--- src/rtl/msg_sequencer.sv ---
// -----------------------------------------------------------------------------
// msg_sequencer
//
// Sends one message to a serial transmitter. On a start request the message
// selector is latched and its descriptor (ROM base address, length) is read from
// an external descriptor table. Characters are then fetched one by one from a
// synchronous character ROM. Each one is handed to the transmitter with a
// one-cycle start strobe, and consecutive strobes are held at least CHAR_GAP
// cycles apart. An optional auto-repeat mode raises a start request every
// AUTO_PERIOD cycles.
//
// Ports
//   sysclk       system clock, rising edge
//   rst_n        asynchronous active-low reset
//   active       enable for trig / auto_toggle
//   sel          message selector, latched when a message starts
//   trig         single-cycle send request
//   auto_toggle  single-cycle pulse that toggles auto-repeat mode
//   desc_sel     latched selector presented to the descriptor table
//   desc_base    first ROM address of the selected message (combinational)
//   desc_len     character count of the selected message (combinational)
//   rom_addr     character ROM address
//   rom_data     ROM data, valid one cycle after rom_addr
//   tx_data      character to the transmitter
//   tx_start     one-cycle start strobe to the transmitter
//   tx_busy      transmitter busy, blocks tx_start while high
//   busy         high from LOAD until DONE inclusive
//   auto_on      auto-repeat mode state
//   done         one-cycle pulse at the end of a message
//   char_cnt     characters sent in the current message
// -----------------------------------------------------------------------------
module msg_sequencer #(
    parameter int SEL_W       = 4,
    parameter int ADDR_W      = 6,
    parameter int LEN_W       = 6,
    parameter int DATA_W      = 8,
    parameter int CHAR_GAP    = 78105,
    parameter int AUTO_PERIOD = 33554432
) (
    input  logic              sysclk,
    input  logic              rst_n,
    input  logic              active,
    input  logic [SEL_W-1:0]  sel,
    input  logic              trig,
    input  logic              auto_toggle,
    output logic [SEL_W-1:0]  desc_sel,
    input  logic [ADDR_W-1:0] desc_base,
    input  logic [LEN_W-1:0]  desc_len,
    output logic [ADDR_W-1:0] rom_addr,
    input  logic [DATA_W-1:0] rom_data,
    output logic [DATA_W-1:0] tx_data,
    output logic              tx_start,
    input  logic              tx_busy,
    output logic              busy,
    output logic              auto_on,
    output logic              done,
    output logic [LEN_W-1:0]  char_cnt
);

    // -------------------------------------------------------------------------
    // state  | meaning
    // -------+-----------------------------------------------------------------
    // IDLE   | waiting for a start request (trig or auto pending)
    // LOAD   | desc_sel valid, capture base/len from the descriptor table
    // FETCH  | rom_addr holds the next character address, ROM is reading
    // WAIT   | capture ROM data, hold until transmitter idle and gap expired
    // SEND   | tx_start high for this single cycle
    // DONE   | done high for this single cycle, then back to IDLE
    // -------------------------------------------------------------------------
    // Outputs are registered and change on the edge that enters each state, so
    // tx_start is high during SEND, done during DONE and busy from LOAD to DONE.

    localparam int GAP_W  = (CHAR_GAP > 2) ? $clog2(CHAR_GAP) : 1;
    localparam int AUTO_W = $clog2(AUTO_PERIOD);

    localparam logic [GAP_W-1:0]  GAP_RELOAD = GAP_W'(CHAR_GAP - 1);
    localparam logic [AUTO_W-1:0] AUTO_LAST  = AUTO_W'(AUTO_PERIOD - 1);

    typedef enum logic [2:0] {
        S_IDLE  = 3'd0,
        S_LOAD  = 3'd1,
        S_FETCH = 3'd2,
        S_WAIT  = 3'd3,
        S_SEND  = 3'd4,
        S_DONE  = 3'd5
    } state_t;

    state_t              state;
    logic [ADDR_W-1:0]   base_q;
    logic [LEN_W-1:0]    len_q;
    logic                first_wait;
    logic [GAP_W-1:0]    gap_cnt;
    logic [AUTO_W-1:0]   auto_cnt;
    logic                auto_pend;

    logic                toggle_hit;
    logic                auto_wrap;
    logic                start_req;
    logic                wait_ok;

    assign toggle_hit = active && auto_toggle;
    assign auto_wrap  = auto_on && (auto_cnt == AUTO_LAST);
    // A trig that coincides with a pending auto request is one request.
    assign start_req  = (active && trig) || auto_pend;
    assign wait_ok    = !tx_busy && (gap_cnt == '0);

    // -------------------------------------------------------------------------
    // Auto-repeat mode: free-running period counter and a single-entry pending
    // flag. The flag waits for IDLE; wraps while it is already set are lost.
    // -------------------------------------------------------------------------
    always_ff @(posedge sysclk or negedge rst_n) begin
        if (!rst_n) begin
            auto_on   <= 1'b0;
            auto_cnt  <= '0;
            auto_pend <= 1'b0;
        end else if (toggle_hit && auto_on) begin
            // Switching off: drop any pending request, the running message
            // still completes because the FSM does not look at auto_on.
            auto_on   <= 1'b0;
            auto_cnt  <= '0;
            auto_pend <= 1'b0;
        end else begin
            if (toggle_hit) begin
                auto_on <= 1'b1;
            end
            if (auto_on) begin
                auto_cnt <= auto_wrap ? '0 : auto_cnt + AUTO_W'(1);
            end
            if (auto_wrap) begin
                auto_pend <= 1'b1;
            end else if (state == S_IDLE) begin
                auto_pend <= 1'b0;
            end
        end
    end

    // -------------------------------------------------------------------------
    // Message FSM with registered outputs and the inter-character gap counter.
    // -------------------------------------------------------------------------
    always_ff @(posedge sysclk or negedge rst_n) begin
        if (!rst_n) begin
            state      <= S_IDLE;
            desc_sel   <= '0;
            base_q     <= '0;
            len_q      <= '0;
            first_wait <= 1'b0;
            rom_addr   <= '0;
            tx_data    <= '0;
            tx_start   <= 1'b0;
            busy       <= 1'b0;
            done       <= 1'b0;
            char_cnt   <= '0;
            gap_cnt    <= '0;
        end else begin
            tx_start <= 1'b0;
            done     <= 1'b0;

            // Runs in every state; the reload on entry to SEND overrides it.
            if (gap_cnt != '0) begin
                gap_cnt <= gap_cnt - GAP_W'(1);
            end

            case (state)
                S_IDLE: begin
                    if (start_req) begin
                        desc_sel <= sel;
                        char_cnt <= '0;
                        busy     <= 1'b1;
                        state    <= S_LOAD;
                    end
                end

                S_LOAD: begin
                    base_q <= desc_base;
                    len_q  <= desc_len;
                    if (desc_len == '0) begin
                        done  <= 1'b1;
                        state <= S_DONE;
                    end else begin
                        // base_q is not loaded yet, so address straight from
                        // the descriptor table for the first character.
                        rom_addr <= desc_base;
                        state    <= S_FETCH;
                    end
                end

                S_FETCH: begin
                    first_wait <= 1'b1;
                    state      <= S_WAIT;
                end

                S_WAIT: begin
                    first_wait <= 1'b0;
                    if (first_wait) begin
                        tx_data <= rom_data;
                    end
                    if (wait_ok) begin
                        tx_start <= 1'b1;
                        gap_cnt  <= GAP_RELOAD;
                        char_cnt <= char_cnt + LEN_W'(1);
                        state    <= S_SEND;
                    end
                end

                S_SEND: begin
                    // char_cnt already counts the character on the wire.
                    if (char_cnt == len_q) begin
                        done  <= 1'b1;
                        state <= S_DONE;
                    end else begin
                        rom_addr <= base_q + ADDR_W'(char_cnt);
                        state    <= S_FETCH;
                    end
                end

                S_DONE: begin
                    busy  <= 1'b0;
                    state <= S_IDLE;
                end

                default: begin
                    busy  <= 1'b0;
                    state <= S_IDLE;
                end
            endcase
        end
    end

endmodule

--- config.mk ---
export PLATFORM = sky130hd
export DESIGN_NAME = msg_sequencer
export DESIGN_NICKNAME = d
export VERILOG_FILES = /design/src/rtl/msg_sequencer.sv
export SDC_FILE = /design/constraint.sdc
export NUM_CORES = 1
export LEC_CHECK = 0
export CAP_MARGIN = 10
export CORE_MARGIN = 4
export CORE_UTILIZATION = 55
export DETAILED_ROUTE_END_ITERATION = 10
export DONT_BUFFER_PORTS = 1
export GPL_TIMING_DRIVEN = 0
export HOLD_SLACK_MARGIN = 0.06
export PLACE_DENSITY = 0.82
export SYNTH_ARGS = -nofsm -noshare
export SYNTH_HDL_FRONTEND = slang
export SYNTH_SLANG_ARGS = --single-unit
export TNS_END_PERCENT = 10
--- constraint.sdc ---
create_clock -name sysclk -period 3.5 [get_ports sysclk]
set_input_delay 0.175 -clock sysclk [delete_from_list [all_inputs] [get_ports sysclk]]
set_output_delay 0.175 -clock sysclk [all_outputs]
set_load 0.1 [all_outputs]
# After elaboration in Yosys (flattened, before gate mapping)
# Index checks and enable logic that the tools add are counted.
dict set report word_totals {
  register_bits 87
  inputBits 30
  output_inout_bits 28
}
dict set report classes {
  addsub 4
  n_eq_ne 10
  mux 30
  n_bitwise 1
  reduce_logical 24
}
# cell n
set ops {}
lappend ops {{25-bit 2-to-1 mux} 3}
lappend ops {{17-bit 2-to-1 mux} 3}
lappend ops {{25-bit by 1-bit adder with 25-bit output (second input constant)} 1}
lappend ops {{25-bit == test (second input constant)} 1}
lappend ops {{6-bit 2-to-1 mux} 4}
lappend ops {{6-bit case mux with 2 select lines} 2}
lappend ops {{17-bit logical NOT} 1}
lappend ops {{17-bit nonzero test} 1}
lappend ops {{17-bit by 1-bit subtractor with 17-bit output (second input constant)} 1}
lappend ops {{3-bit case mux with 5 select lines} 1}
lappend ops {{3-bit 2-to-1 mux} 4}
lappend ops {{1-bit 2-to-1 mux} 10}
lappend ops {{2-bit nonzero test} 5}
lappend ops {{2-bit inequality test (second input constant)} 4}
lappend ops {{2-bit AND reduction} 4}
lappend ops {{6-bit by 1-bit adder with 6-bit output (second input constant)} 1}
lappend ops {{6-bit adder} 1}
lappend ops {{3-bit by 2-bit == test with 1-bit output (second input constant)} 2}
lappend ops {{6-bit == test} 1}
lappend ops {{6-bit logical NOT} 1}
lappend ops {{1-bit case mux with 2 select lines} 3}
lappend ops {{3-bit AND reduction} 2}
lappend ops {{1-bit logical AND} 5}
lappend ops {{4-bit OR reduction} 1}
lappend ops {{7 further kinds} 7}

# Logic depth before layout (Yosys ltp)
# Gate-level depths: netlist of run 1.
dict set report logic_depth {
  ltp_word 5
  depth_mapped 10
}

# Worst setup path after synthesis of run 1
# Ideal clock, no wire load.
dict set report synth_path {
  path_kind {reg2reg}
  from {register gap_cnt[0]}
  to {register char_cnt[5]}
  setup_time_ns 0.125
  arrival_ns 2.411
  required_time_ns 3.375
  setup_slack_ns 0.964
  stages_incl_launch_ff 9
  period_less_slack_ns 2.536
  cell_sequence {dfrtp_1 inv_1 ha_1 or4b_1 or4_4 buf_6 nor4_4 nand3_2 mux2_4}
}
dict set report synth_via {
  elab_chain_cells 4
}
# item line
set synth_lines {}
lappend synth_lines {{start, declared} 92} ;# logic [GAP_W-1:0] gap_cnt;
lappend synth_lines {{start signal, assigned} 160} ;# gap_cnt <= gap_cnt - GAP_W'(1);
lappend synth_lines {{17-bit logical NOT} 105} ;# assign wait_ok = !tx_busy && (gap_cnt == '0);
lappend synth_lines {{1-bit logical AND} 105}
lappend synth_lines {{2-bit inequality test (no line)} n/a}
lappend synth_lines {{3-bit AND reduction (no line)} n/a}
lappend synth_lines {{end signal, assigned} 200} ;# char_cnt <= char_cnt + LEN_W'(1);
lappend synth_lines {{end, declared} 57} ;# output logic [LEN_W-1:0] char_cnt
# Every way passes these cells.
# A chain may end at the register's enable or synchronous reset.

# Worst setup path in the final report of run 1
dict set report layout_path {
  from {register char_cnt[1]}
  to {register rom_addr[3]}
}
dict set report layout_via {
  elab_chain_cells 3
  word_cells_on_any_way 6
  cone_classes {add/sub (1); eq/ne (2); mux (2); reduce/logical (1)}
}
# item line
set layout_lines {}
lappend layout_lines {{6-bit adder or 6-bit == test (tied branches)} {211, 207}}
lappend layout_lines {{6-bit 2-to-1 mux or 2-bit inequality test (tied branches)} n/a}
lappend layout_lines {{6-bit case mux with 2 select lines or 3-bit AND reduction (tied branches)} n/a}
lappend layout_lines {{end signal, assigned} 182} ;# rom_addr <= desc_base;
lappend layout_lines {{end signal, assigned} 211} ;# rom_addr <= base_q + ADDR_W'(char_cnt);
lappend layout_lines {{end, declared} 49} ;# output logic [ADDR_W-1:0] rom_addr,
# Parallel ways exist; a longest one is shown, timed or not. The select of a mux whose other input is x is not followed.

==> flow_summary.toml, run 1 <==
[status]
outcome = "finished clean"

[worst_hold_path]
hold_class = "input pin to flip-flop"
worstHoldStart = "desc_base[3]"

[layout]
final_nets = 476
drive_above_1_share_pct = 14.3
utilization_pct = 66.6
syn_to_final_growth_pct = 15.3

[worst_setup_path]
rr_startpoint = "char_cnt[1]"
crit_arrival_ps = 3280
cp_max_fo = 7
cp_data_required_time_ps = 3750
critPathLaunch = "char_cnt[1]"
worstSetupPathType = "flip-flop to flip-flop"
worstSetupStartpointType = "flip-flop"
r2r_slack_ps = 470
worstSetupEndpointType = "flip-flop"

[drt]
detail-route-antenna-nets = 0
drtIter0Drc = 186
dr_total_vias = 3083
drt_wl_total_mm = 9.27
wl_per_cell_um = 17.1
drc = 0
firstDrtPassIters = 4
vias_per_cell = 5.70

[logic_synthesis]
synth-seq-cells = 87
synthesis.nets = 436
synth_edf_count = 0
netlist_instances = 396
yosys-top-cells-area = "dfrtp_1, mux2_2, xnor2_1"
synth.most_common_cell = "dfrtp_1"
ys_seq_area_share_pct = 50.9
async_flop_share_pct = 100
synth.largest_area_cell = "dfrtp_1"
synth_commonest_cells = "dfrtp_1, nor2_1, mux2_2"
synth_top_area_share_pct = 50.9
ys.flop_type = "dfrtp_1"
syn-cell-area_um2 = 4280
yosysWarnings = 0
syn_area_per_cell_um2 = 10.8
synth_cell_types = 48

[clock_tree]
cts_max_level = 3
cts-root-buf = "clkbuf_8"
path_clk_slew_ps = 80
numClockSinks = 87
cts_tree = "yes"
cts_buffers = 9
post_cts_resized = 0
clk_latency_ps = 360
cts_buffer_depth = 2

[sta]
period_share_pct = 86.5
finalMaxSlewViolations = 0
skew_ps = 9.26
fmax_mhz = 330
worstMarginPinSlew_ps = 1160
finalHoldViolCount = 0
layout_setup_ws_ps = 472
period_needed_ps = 3030
setup_violations = 0
rsz0062_at_grt = "false"
tns_ps = 0
relSlewSlack_pct = 22.5

[die]
initial_core_util_pct = 57.8
die_area_um2 = 9260
fp.dieW_um = 96.2
die_h_um = 96.2
num_rows = 31
pin_count = 58
core-area_um2 = 7410

[global_route]
antenna_found_initial = 1
grtUsageTotal_pct = 21.9
grt_pass1_wl_mm = 15.5
grt_max_degree = 88
grt_pass1_vias = 3298
grt_overflow = 0

[power_and_ir_drop]
p_per_area_nw_per_um2 = 667
power_mw = 3.29
ir_drop_mv = 0.562
leakage_nw = 2.06

[placement]
gp_congestion = 0.820
port_buffers = 0
place_ws_ps = 580
dp_hpwl_mm = 6.03

[job]
cap_violations = 0
-- where the power goes --
part	switching, mW	internal [mW]
combinational	0.220	0.271
clock	0.364	0.403
sequential	0.852	1.18
-- area by class of cell --
type / count / area [µm²]
fillers: 523 / 2470
flip-flops and latches: 87 / 2180
multi-input cells: 290 / 2010
repair buffers: 29 / 308
clock buffers: 9 / 124
well taps: 99 / 124
clock inverters: 7 / 96.3
plain buffers: 11 / 56.3
inverters: 8 / 35.0
diodes: 1 / 2.50
-- metal layers --
metal	up-vias	GRT usage, %	wire [µm]
li1	1482	-	-
met1	1513	26.1	3860
met2	71	37.0	4770
met3	17	7.51	480
met4	0	7.46	157
met5	-	0	0
-- worst paths after layout --
path	to	cells past startpoint
max	rom_addr[3]	6
min	rom_addr[3]	3
max reg2reg	rom_addr[3]	6
min reg2reg	first_wait	2
max in group asynchronous	auto_cnt[23]	2
min in group asynchronous	auto_cnt[19]	2
-- flip-flops by register name, indices dropped and copies added (netlist names) --
signal,flops
auto_cnt,25
auto_on,1
auto_pend,1
base_q,6
busy,1
char_cnt,6
desc_sel,4
done,1
first_wait,1
gap_cnt,17
len_q,6
rom_addr,6
state,3
tx_data,8
tx_start,1
-- through the flow --
step	area, µm²	instances	hold slack (ps)
after floorplan	4280	396	-121
after global routing	4930	541	86.3
final	4930	541	82.2
after global placement	4400	495	-117
after detailed placement	4400	495	-117
after CTS	4930	540	70.3
-- kinds of logic (layout without fill, tap and decap cells) --
| family | Yosys count | in the layout | synth area share, % |
|---|---|---|---|
| compound gates | 43 | 43 | 6.58 |
| xor+xnor | 45 | 45 | 9.21 |
| fa+ha+maj | 10 | 10 | 3.10 |
| buf+inv | 19 | 64 | 2.13 |
| flops | 87 | 87 | 50.9 |
| mux | 34 | 34 | 9.00 |
| other cells | 0 | 1 | 0 |
| simple gates | 158 | 158 | 19.1 |
-- placed cells by master (no fill, tap or decap), drive strengths merged, types with 4 or more instances in the layout --
cell type and n:
a21o 4, a21oi 7, clkbuf 18, dfrtp 87, dlygate4sd3 28, ha 9, inv 8, mux2 33
nand2 30, nand2b 5, nand3 14, nand4 14, nor2 44, nor3 19, nor4 8, o21ai 15
o31ai 4, or3 4, xnor2 31, xor2 14
-- critical path: stages, from the launching register on --
cell      delay, ps
dfrtp_1        1120
xnor2_1         210
nand4_1         110
o21ai_0         540
a211o_1         200
clkbuf_1        350
mux2_2          390
-- repair_timing --
item / CTS / global route
buffers inserted: 0 / 0
hold endpoints to repair: 115 / 0
setup endpoints to repair: 0 / 0
hold buffers: 29 / 0
No activity file was read; power rests on OpenSTA's default activity.
==> inputs of run 2 (changes only) <==
--- a/config.mk
+++ b/config.mk
@@ -7,12 +7,12 @@
 export LEC_CHECK = 0
 export CAP_MARGIN = 10
 export CORE_MARGIN = 4
-export CORE_UTILIZATION = 55
+export CORE_UTILIZATION = 63
 export DETAILED_ROUTE_END_ITERATION = 10
 export DONT_BUFFER_PORTS = 1
 export GPL_TIMING_DRIVEN = 0
 export HOLD_SLACK_MARGIN = 0.06
-export PLACE_DENSITY = 0.82
+export PLACE_DENSITY = 0.91
 export SYNTH_ARGS = -nofsm -noshare
 export SYNTH_HDL_FRONTEND = slang
 export SYNTH_SLANG_ARGS = --single-unit
==> run 2 against run 1 <==
  * Via count grew 7.2%
  * Clock skew grew 4.3 ps
  * First-iteration DRC count grew 20%
  * Register-to-register slack lost 80 ps
  * Worst setup slack lost 84 ps
  * Sequential cell count is the same
  * Wire length grew 10%
  * Sequential share of layout area grew 0.56 points
  * Critical path type unchanged
  * Largest cell class unchanged
  * Largest power group unchanged
==> flow_summary.toml, run 2 (synthesis results as in run 1) <==
[die]
fp.dieW_um = 90.4
pin_count = 58
core-area_um2 = 6460
die_h_um = 90.4
initial_core_util_pct = 66.3
num_rows = 29
die_area_um2 = 8180

[global_route]
use_met1_pct = 29.0
grt_pass1_wl_mm = 16.8
grt_util_met2_pct = 45.6
grt_max_degree = 88
grt_overflow = 0
grt_pass1_vias = 3486
busiest_layer = "met2"
antenna_found_initial = 1
grtUsageTotal_pct = 25.8
use_met3_pct = 7.67

[worst_setup_path]
critPathMaxStageDelay_ps = 1110
worstSetupEndpointType = "flip-flop"
worstSetupStartpointType = "flip-flop"
worstSetupPathType = "flip-flop to flip-flop"
crit_arrival_ps = 3370
crit_path_top_delay_cell = "dfrtp_1"
path_buf_inv = 1
cp_max_fo = 7
path_cells = "xnor2_1 -> nand4_1 -> o21ai_0 -> a211o_1 -> clkbuf_1 -> mux2_2"
cp_top_family = "flip-flops"
cp_data_required_time_ps = 3760

[layout]
final_nets = 475
final_area_um2 = 4870
reg_top3 = "auto_cnt x25, gap_cnt x17, tx_data x8"
largest_reg_flops = 25
drive_above_1_share_pct = 14.1
syn_to_final_growth_pct = 13.9
final_cell_mix = "dfrtp_1, nor2_1, mux2_2"
utilization_pct = 75.5
mostFrequentLayoutCell = "dfrtp_1"
top_register = "auto_cnt"

[sta]
relSlewSlack_pct = 22.0
skew_ps = 13.6
finalHoldViolCount = 0
worstMarginPinSlew_ps = 1170
tns_ps = 0
period_needed_ps = 3110
finalMaxSlewViolations = 0
fmax_mhz = 321
period_share_pct = 88.9
setup_violations = 0
hold_slack_ps = 74.1
rsz0062_at_grt = "false"

[drt]
dr_total_vias = 3306
drt_wl_total_mm = 10.2
drc = 0
detail-route-antenna-nets = 0
drtIter0Drc = 223
firstDrtPassIters = 4
wl_per_cell_um = 19.8
vias_per_cell = 6.38

[placement]
dp_hpwl_mm = 6.10
place_area_um2 = 4380
gp_congestion = 0.866
port_buffers = 0

[clock_tree]
cts_buffers = 9
cts_max_level = 3
cts-root-buf = "clkbuf_8"
numClockSinks = 87
path_clk_slew_ps = 90
cts_tree = "yes"
clk_latency_ps = 370
cts_buffer_depth = 2
post_cts_resized = 0

[status]
outcome = "finished clean"

[power_and_ir_drop]
p_per_area_nw_per_um2 = 666
ir_drop_mv = 0.876
leakage_nw = 2.04

[job]
cap_violations = 0

[worst_hold_path]
hold_class = "input pin to flip-flop"
[run 2: changes by cell type in the layout (fill, tap and decap cells not counted), sizes merged]
| cell | previous run | this run |
|---|---|---|
| bufinv | 2 | 1 |
| clkbuf | 18 | 19 |
| clkinv | 2 | 1 |
| clkinvlp | 3 | 4 |
| dlygate4sd3 | 28 | 27 |
[run 2: metal layers]
layer | vias to the layer above | part of all wire [%]
met4 | 0 | 3.1
li1 | 1483 | -
met2 | 165 | 53
met1 | 1624 | 37
met3 | 34 | 6.9
met5 | - | 0
[run 2: metrics by stage]
| step | setup WS (ps) | total power [mW] | instances |
|---|---|---|---|
| 2_1_floorplan | 964 | 2.37 | 396 |
| 3_3_place_gp | 595 | 2.44 | 473 |
| 3_5_place_dp | 596 | 2.48 | 473 |
| 4_1_cts | 509 | 3.23 | 517 |
| 5_1_grt | 286 | 3.37 | 518 |
| 6_report | 388 | 3.24 | 518 |
[run 2: area by class of cell]
type / count / area, µm²
clock buffer: 10 / 128
clock inverter: 6 / 68.8
inverter: 8 / 35.0
sequential: 87 / 2180
multi-input combinational: 290 / 2010
antenna: 1 / 2.50
tap: 77 / 96.3
fill: 364 / 1590
buffer: 11 / 56.3
timing repair buffer: 28 / 298
[run 2: repair_timing]
item                      in CTS  in global routing
hold endpoints to repair     113                  0
setup buffers                  0                  0
hold buffers                  28                  0
[run 2: worst reg2reg max path, cell delays in order (launching register included)]
cell	delay, ps
dfrtp_1	1110
xnor2_1	250
nand4_1	130
o21ai_0	560
a211o_1	190
clkbuf_1	360
mux2_2	390
[run 2: worst paths after layout]
| kind | start | cells after the start | endpoint | slack (ps) |
|---|---|---|---|---|
| min reg2reg | first_wait | 2 | first_wait | 500 |
| max reg2reg | char_cnt[3] | 6 | rom_addr[2] | 390 |
| max | char_cnt[3] | 6 | rom_addr[2] | 390 |
| max in group asynchronous | rst_n | 2 | gap_cnt[14] | 2790 |
| min in group asynchronous | rst_n | 2 | auto_cnt[2] | 370 |
| min | desc_base[2] | 3 | rom_addr[2] | 70 |
[run 2: power breakdown]
| group | total (mW) | switching, mW | internal [mW] |
|---|---|---|---|
| clock network | 0.697 | 0.365 | 0.332 |
| registers | 2.04 | 0.862 | 1.18 |
| logic | 0.505 | 0.232 | 0.272 |
